$ cat config.mk
export PLATFORM = sky130hd
export DESIGN_NAME = serial_tx_16
export DESIGN_NICKNAME = d
export VERILOG_FILES = /design/src/rtl/serial_tx_16.sv
export SDC_FILE = /design/constraint.sdc
export NUM_CORES = 1
export LEC_CHECK = 0
export CORE_MARGIN = 2
export CORE_UTILIZATION = 57
export CTS_BUF_LIST = sky130_fd_sc_hd__clkbuf_4
export CTS_CLUSTER_DIAMETER = 40
export CTS_CLUSTER_SIZE = 24
export DETAILED_ROUTE_END_ITERATION = 6
export HOLD_SLACK_MARGIN = 0.02
export PLACE_DENSITY = 0.82
export SYNTH_ARGS = -nofsm -noshare
export SYNTH_HDL_FRONTEND = slang
export SYNTH_SLANG_ARGS = --single-unit
$ cat constraint.sdc
create_clock -name clock -period 3.9 [get_ports clock]
set_input_delay 0.975 -clock clock [delete_from_list [all_inputs] [get_ports clock]]
set_output_delay 0.975 -clock clock [all_outputs]
set_load 0.02 [all_outputs]
$ cat src/rtl/serial_tx_16.sv
// Serial transmitter for one 16-bit word sent as two back-to-back 8N1 frames,
// low byte first, with registered busy/done handshake and a debug state port.
module serial_tx_16 #(
    parameter int CLKS_PER_BIT = 5208
) (
    input  logic        clock,
    input  logic        reset_n,
    input  logic        start,
    input  logic [15:0] data,
    output logic        serial_out,
    output logic        busy,
    output logic        done,
    output logic [3:0]  db_state
);

    localparam int CW = (CLKS_PER_BIT > 1) ? $clog2(CLKS_PER_BIT) : 1;
    localparam logic [CW-1:0] LAST = CW'(CLKS_PER_BIT - 1);

    typedef enum logic [3:0] {
        IDLE      = 4'd0,
        START_BIT = 4'd1,
        DATA_BITS = 4'd2,
        STOP_BIT  = 4'd3,
        DONE      = 4'd4
    } state_t;

    state_t        state_q, state_d;
    logic [CW-1:0] cnt_q, cnt_d;
    logic [2:0]    bit_q, bit_d;
    logic          byte_q, byte_d;
    logic [15:0]   hold_q, hold_d;
    logic          serial_q, serial_d;
    logic          busy_q, busy_d;
    logic          done_q, done_d;
    logic          tick;

    assign tick = (cnt_q == LAST);

    always_ff @(posedge clock) begin
        if (!reset_n) begin
            state_q  <= IDLE;
            cnt_q    <= '0;
            bit_q    <= '0;
            byte_q   <= 1'b0;
            hold_q   <= '0;
            serial_q <= 1'b1;
            busy_q   <= 1'b0;
            done_q   <= 1'b0;
        end else begin
            state_q  <= state_d;
            cnt_q    <= cnt_d;
            bit_q    <= bit_d;
            byte_q   <= byte_d;
            hold_q   <= hold_d;
            serial_q <= serial_d;
            busy_q   <= busy_d;
            done_q   <= done_d;
        end
    end

    always_comb begin
        state_d = state_q;
        cnt_d   = '0;
        bit_d   = bit_q;
        byte_d  = byte_q;
        hold_d  = hold_q;
        unique case (state_q)
            IDLE, DONE: begin
                state_d = IDLE;
                if (start) begin
                    state_d = START_BIT;
                    hold_d  = data;
                    byte_d  = 1'b0;
                end
            end
            START_BIT: begin
                cnt_d = tick ? '0 : cnt_q + 1'b1;
                if (tick) begin
                    state_d = DATA_BITS;
                    bit_d   = 3'd0;
                end
            end
            DATA_BITS: begin
                cnt_d = tick ? '0 : cnt_q + 1'b1;
                if (tick) begin
                    if (bit_q == 3'd7) state_d = STOP_BIT;
                    else               bit_d   = bit_q + 3'd1;
                end
            end
            STOP_BIT: begin
                cnt_d = tick ? '0 : cnt_q + 1'b1;
                if (tick) begin
                    // Second frame follows the first stop bit with no idle gap.
                    if (!byte_q) begin
                        byte_d  = 1'b1;
                        state_d = START_BIT;
                    end else begin
                        state_d = DONE;
                    end
                end
            end
            default: state_d = IDLE;
        endcase
    end

    // Outputs are decoded from the next state and registered, so they line up with state_q.
    always_comb begin
        serial_d = 1'b1;
        busy_d   = 1'b0;
        done_d   = 1'b0;
        unique case (state_d)
            START_BIT: begin
                serial_d = 1'b0;
                busy_d   = 1'b1;
            end
            DATA_BITS: begin
                serial_d = hold_d[{byte_d, bit_d}];
                busy_d   = 1'b1;
            end
            STOP_BIT: busy_d = 1'b1;
            DONE:     done_d = 1'b1;
            default: ;
        endcase
    end

    assign serial_out = serial_q;
    assign busy       = busy_q;
    assign done       = done_q;
    assign db_state   = state_q;

endmodule

## Yosys cells after proc, flatten, opt, wreduce, memory -nomap -nowiden

Cells that the tools add are included.

| storage, ports and cells | value |
|---|---|
| register bits | 40 |
| bits of input ports | 19 |
| logic and storage cells | 49 |
| output and inout port bits | 7 |

| operators by class | value |
|---|---|
| add/sub/neg operators | 2 |
| equality and inequality tests | 10 |
| bitwise logic cells | 2 |
| magnitude comparators | 1 |
| reduce and logical (&&, ||, !) cells | 5 |
| muxes and demuxes | 21 |

Operators with widths:

| operator | number |
|---|---|
| two-way mux 16 bit | 2 |
| == test 4 x 2 -> 1 bit (second input constant) | 4 |
| two-way mux 4 bit | 4 |
| case mux 4 bit (4 select lines) | 1 |
| adder 13 x 1 -> 13 bit (second input constant) | 1 |
| == test 13 bit (second input constant) | 1 |
| two-way mux 3 bit | 4 |
| OR reduction 3 bit | 3 |
| == test 4 x 1 -> 1 bit (second input constant) | 2 |
| == test 4 x 3 -> 1 bit (second input constant) | 2 |
| two-way mux 1 bit | 6 |
| case mux 3 bit (2 select lines) | 1 |
| less-than comparator 4 x 5 -> 1 bit (second input constant) | 1 |
| binary-select mux 1 bit (select 4 bit) | 1 |
| zero test 4 bit | 1 |
| case mux 1 bit (2 select lines) | 2 |
| adder 3 x 1 -> 3 bit (second input constant) | 1 |
| == test 3 bit (second input constant) | 1 |
| inverter 1 bit | 2 |
| OR reduction 2 bit | 1 |

## Logic depth before layout (Yosys ltp)

| logic depth | value |
|---|---|
| depth after elaboration | 7 |
| mapped depth | 10 |

## Least setup slack after synthesis

OpenSTA, ideal clock, no wires.

| timing | value |
|---|---|
| kind | reg-to-reg |
| from | reg cnt_q[8] |
| to | reg serial_q, in the netlist serial_out |
| clock period less this slack | 3.061 ns |
| arrival | 2.927 ns |
| stages on the path, launching flop included | 10 |
| path buffers | 1 |
| setup slack | 0.839 ns |
| data required time | 3.766 ns |
| cell sequence | dfxtp_1 or4b_4 or4_4 o21ai_2 and2_1 clkbuf_1 mux2i_1 o2bb2ai_1 nor4_1 or4b_1 |

| between the ends | value |
|---|---|
| longest elaborated chain between the ends | 6 |
| elaborated cells on any way between the ends | 15 |
| those cells by class | eq/ne: 3; mux: 12 |

Ends and longest elaborated chain:

| element | RTL line | source |
|---|---|---|
| start, declared | 28 | `logic [CW-1:0] cnt_q, cnt_d;` |
| start signal, assigned | 51 | `cnt_q <= cnt_d;` |
| == test 13 bit * | 37 | `assign tick = (cnt_q == LAST);` |
| two-way mux 3 bit (tied with other cells) | 85 | `if (tick) begin` |
| case mux 3 bit (2 select lines) or case mux 1 bit (2 select lines) (tied branches) | 67 | `unique case (state_q)` |
| binary-select mux 1 bit (select 4 bit) | 117 | `serial_d = hold_d[{byte_d, bit_d}];` |
| two-way mux 1 bit (implied by the code) | 117 |  |
| case mux 1 bit (2 select lines) * | 111 | `unique case (state_d)` |
| end signal, assigned | 55 | `serial_q <= serial_d;` |
| end, declared | 32 | `logic serial_q, serial_d;` |

Mark *: on every way between the ends. The rest lies on a longest branch, timed or not. The select of a mux whose other input is x is not followed.
A chain may end at the register's enable or synchronous reset.

## Worst setup path in the final report

Ends and elaborated chain as after synthesis.

==> results by stage <==
Routing:
- The length of the first detailed-routing pass in iterations is 4.
- In this run the remaining antenna-violating nets after routing total 0.
- The routed via count divided by cell count is 5.45.
- The count of routing violations after the opening detailed-route iteration is 82.
- Dividing the detail-routed wire length by the instance count gives 12.7 um.
- The number of DRC violations after detailed routing is 0.
- Summed over all layers, the routed wires come to slightly below 4000 um.
- The detailed router placed approximately 1700 vias in this run.

Critical path:
- The count of buffer and inverter cells on the critical path is 0.
- The critical path class is flop to flop.
- STA classifies the critical path startpoint as a flop.
- The maximum fanout encountered on the critical timing path is 11.
- The worst register-to-register path ends at serial_out.
- The launch point of the worst reg-to-reg path is cnt_q[8].
- Measured in cells, the most critical reg-to-reg path has a length of 8.
- Data on the critical path arrives at its endpoint at 3.65 ns.
- Walking the worst path, the cells encountered are or4b_4, nor4_4, nand2_1, o21ai_2, mux2_4, a2111oi_4, nor4_1, or4b_1.
- The kind of capture point of the worst setup path is a flop.
- The critical path capture point is serial_out.
- The critical path runs through a total of 8 cells.
- At the worst endpoint, the required time is 4.14 ns.
- In this design, the largest share of critical-path delay is due to simple AND/OR/NAND/NOR gates.
- The most critical setup path has its startpoint at cnt_q[8].
- The worst setup slack for register-to-register paths is just under 0.5 ns.
- The largest incremental delay on the critical path is 0.60 ns.
- The slowest stage of the critical path belongs to the cell or4b_4.

Layout:
- The number of antenna diodes in the final layout is 0.
- The post-route non-filler standard cell count is 304.
- Compared with the post-synthesis result, the final layout area differs by 17.7%.
- The total number of nets in the final design is 278.
- With fillers left out, the area of the finished cells amounts to 2330 um2.
- In the final layout, the share of cells above drive strength 1 is around a tenth.
- The filler cell count is between 200 and 300.
- The total area of multi-input combinational cells is approximately 1100 um2.
- Registers take 801 um2.

Clocking:
- The clock insertion delay at the later pin of the skew report is between 0.3 and 0.4 ns.
- The tree built by TritonCTS fans out to 40 sinks.
- The hold buffer count at cts is 0.
- The H-tree generated during clock tree synthesis spans 2 levels.
- The number of buffers between clock root and the deepest sink is 2.
- In this run the clock root is driven by a clkbuf_4.
- The CTS buffer count is 5.
- Once the clock tree was built, the resizer swapped 0 gates to a different size.
- The register clock-pin slew on the reported worst setup and hold paths is 0.11 ns.
- Post-CTS timing repair inserted 0 buffers for setup.
- TritonCTS built the clock tree.

Power and ir drop:
- The worst-case IR drop observed on VDD is 0.253 mV.
- Power spread over the standard cell area amounts to 303 nW/um2.
- In this run the static leakage power is 0.821 nW.

Synthesis:
- The dominant register cell in the synthesized netlist is dfxtp_1.
- After synthesis, the netlist uses 47 different library cells.
- Counting flops with a built-in enable in the synthesized netlist gives 0.
- The main combinational cell family by area after synthesis is simple AND/OR/NAND/NOR gates.
- In the synthesized netlist, the number of instances is 233.
- The Yosys step of the flow raised 0 warnings.
- A synthesized cell averages 8.48 um2.
- After synthesis, the share of flip-flops with an asynchronous set or reset is 0%.
- The share of the synthesized area in compound gates (AO/OA/AOI/OAI) is 15.6%.
- The synthesized design contains 40 register bits.
- The XOR/XNOR share of the synthesized area is 5.76%.
- The post-synthesis cell area is 1980 um2.
- Of the synthesized area, sequential elements account for 40.5%.
- The adder and majority cell fraction of the synthesized area is 1.27%.
- Of the post-synthesis cell area, the part taken by muxes is 3.99%.
- The net count of the mapped netlist is approximately 250.
- The area fraction in and, or, nand and nor cells after synthesis is 29.7%.

Timing:
- The final number of max-transition violations was 0.
- The number of endpoints with negative hold slack in the final report came to 0.
- Setup repair after global routing left no endpoint under its margin.
- The final critical path time including I/O delays and setup is roughly 3.4 ns.
- The post-route worst hold slack is approximately 0.45 ns.
- The final sum of negative setup slack is 0 ns.
- The setup violation total in the final timing report is 0.
- Clock skew on the completed layout was measured at 0.0103 ns.
- The highest achievable clock rate is 293 MHz.
- After layout, the worst path uses 87.6% of the clock period.

Hold path:
- The path class of the tightest hold or removal check is flop to flop.

Floorplan:
- The die width is 62.9 um.
- The overall die area is 3950 um2.
- The area of the placeable core is 3340 um2.
- The count of pins on the block boundary is 26.
- Measured along the y axis, the die boundary spans 62.9 um.
- The initial utilization of the core area, before any placement, comes to between 50% and 60%.
- After floorplanning, the core was divided into 21 placement rows.

Global routing:
- The overall fraction of global-route tracks in use is 21.9%.
- The global-route wire length before repair is 6910 um.
- The pin count of the biggest net entering global routing is 23.
- The initial antenna violation count is 0.
- In this run the most used layer during global routing was met2.
- The number of global-route vias before repair is 1616.
- In the global route stage, met3 resource usage came out at 5.05%.
- Global routing used 35.0% of the available met2 tracks.
- The total overflow left after global routing is 0.
- The met1 capacity usage during global routing is 28.1%.

Placed design:
- The area after detailed placement is 2270 um2.
- The placer congestion estimate is 0.857.
- Including well taps, the total number of placed cells is 296.
- The final HPWL from detailed placement is ~2900 um.
- Port buffering added 25 buffers.

Flow run:
- The max-capacitance violation count is 0.

Status:
- The flow ran to the end, and the final reports show no timing, DRC or antenna violations.
worst register-to-register path, delay by kind of cell, from the launching register on:
family          cells  cell delay [ns]
mux                 1             0.36
compound gates      2             0.75
simple gates        5             1.84
flops               1             0.36
cell usage after synthesis, drive strengths merged, types with 5 or more instances:
library cell  count  area [um2]
nor2b             5        31.3
xnor2             5        43.8
dfxtp            40         801
nor2             21        78.8
o21ai             7        46.3
xor2              8        70.1
and2              8        50.1
nand2            43         164
and3              5        31.3
nand3            13        65.1
clkbuf           10        37.5
a21boi           16         120
logic make-up after synthesis:
| group | Yosys count |
|---|---|
| flops | 40 |
| mux | 7 |
| other cells | 1 |
| xor+xnor | 13 |
| buf+inv | 15 |
| fa+ha+maj | 2 |
| compound gates | 40 |
| simple gates | 115 |
routing by layer:
layer,part of all wire (%),routed length [um]
met1,50,1920
met2,45,1750
met3,3.1,120
met4,2.1,80
met5,0,0
per-stage QoR:
step | total power [mW] | util, % | setup slack (ns)
2_1_floorplan | 0.471 | - | 0.839
3_3_place_gp | 0.504 | 68.0 | 0.515
3_5_place_dp | 0.505 | 68.0 | 0.480
4_1_cts | 0.709 | 69.7 | 0.472
5_1_grt | 0.737 | 69.7 | 0.240
6_report | 0.705 | 69.7 | 0.485
cells in the final DEF (no fill, tap or decap), drive strengths merged, types with 7 or more instances in the layout:
cell and instances:
xor2 8, o21ai 7, and2 8, clkbuf 7, dfxtp 40, nand2 43
a21boi 16, nand3 13, clkdlybuf4s50 25, nor2 21
area by class of cell:
type                            instances  share of cell area [%]
Clock buffer                            7                    2.26
Multi-Input combinational cell        178                    48.3
Sequential cell                        40                    34.4
Tap cell                               46                    2.47
Clock inverter                          1                   0.161
Inverter                                4                   0.646
Timing Repair Buffer                   28                    11.7
power by group:
| group | internal (mW) | switching, mW | total [mW] |
|---|---|---|---|
| clock network | 0.0832 | 0.126 | 0.209 |
| registers | 0.419 | 0.00658 | 0.425 |
| logic | 0.0379 | 0.0329 | 0.0707 |
| total | 0.540 | 0.165 | 0.705 |
flip-flops by register name, indices dropped and copies added, names as in the netlist:
register	flops
hold_q	16
cnt_q	13
db_state	4
bit_q	3
busy	1
byte_q	1
done	1
serial_out	1
worst min-delay path by stage:
stage,start,cells after the start,endpoint
after CTS,cnt_q[0],1,cnt_q[0]
after global placement,cnt_q[0],1,cnt_q[0]
after floorplan,cnt_q[0],1,cnt_q[0]
after detailed placement,cnt_q[0],1,cnt_q[0]
after global routing,hold_q[14],2,hold_q[14]
final,cnt_q[0],1,cnt_q[0]
No activity file was read; power rests on OpenSTA's default activity.
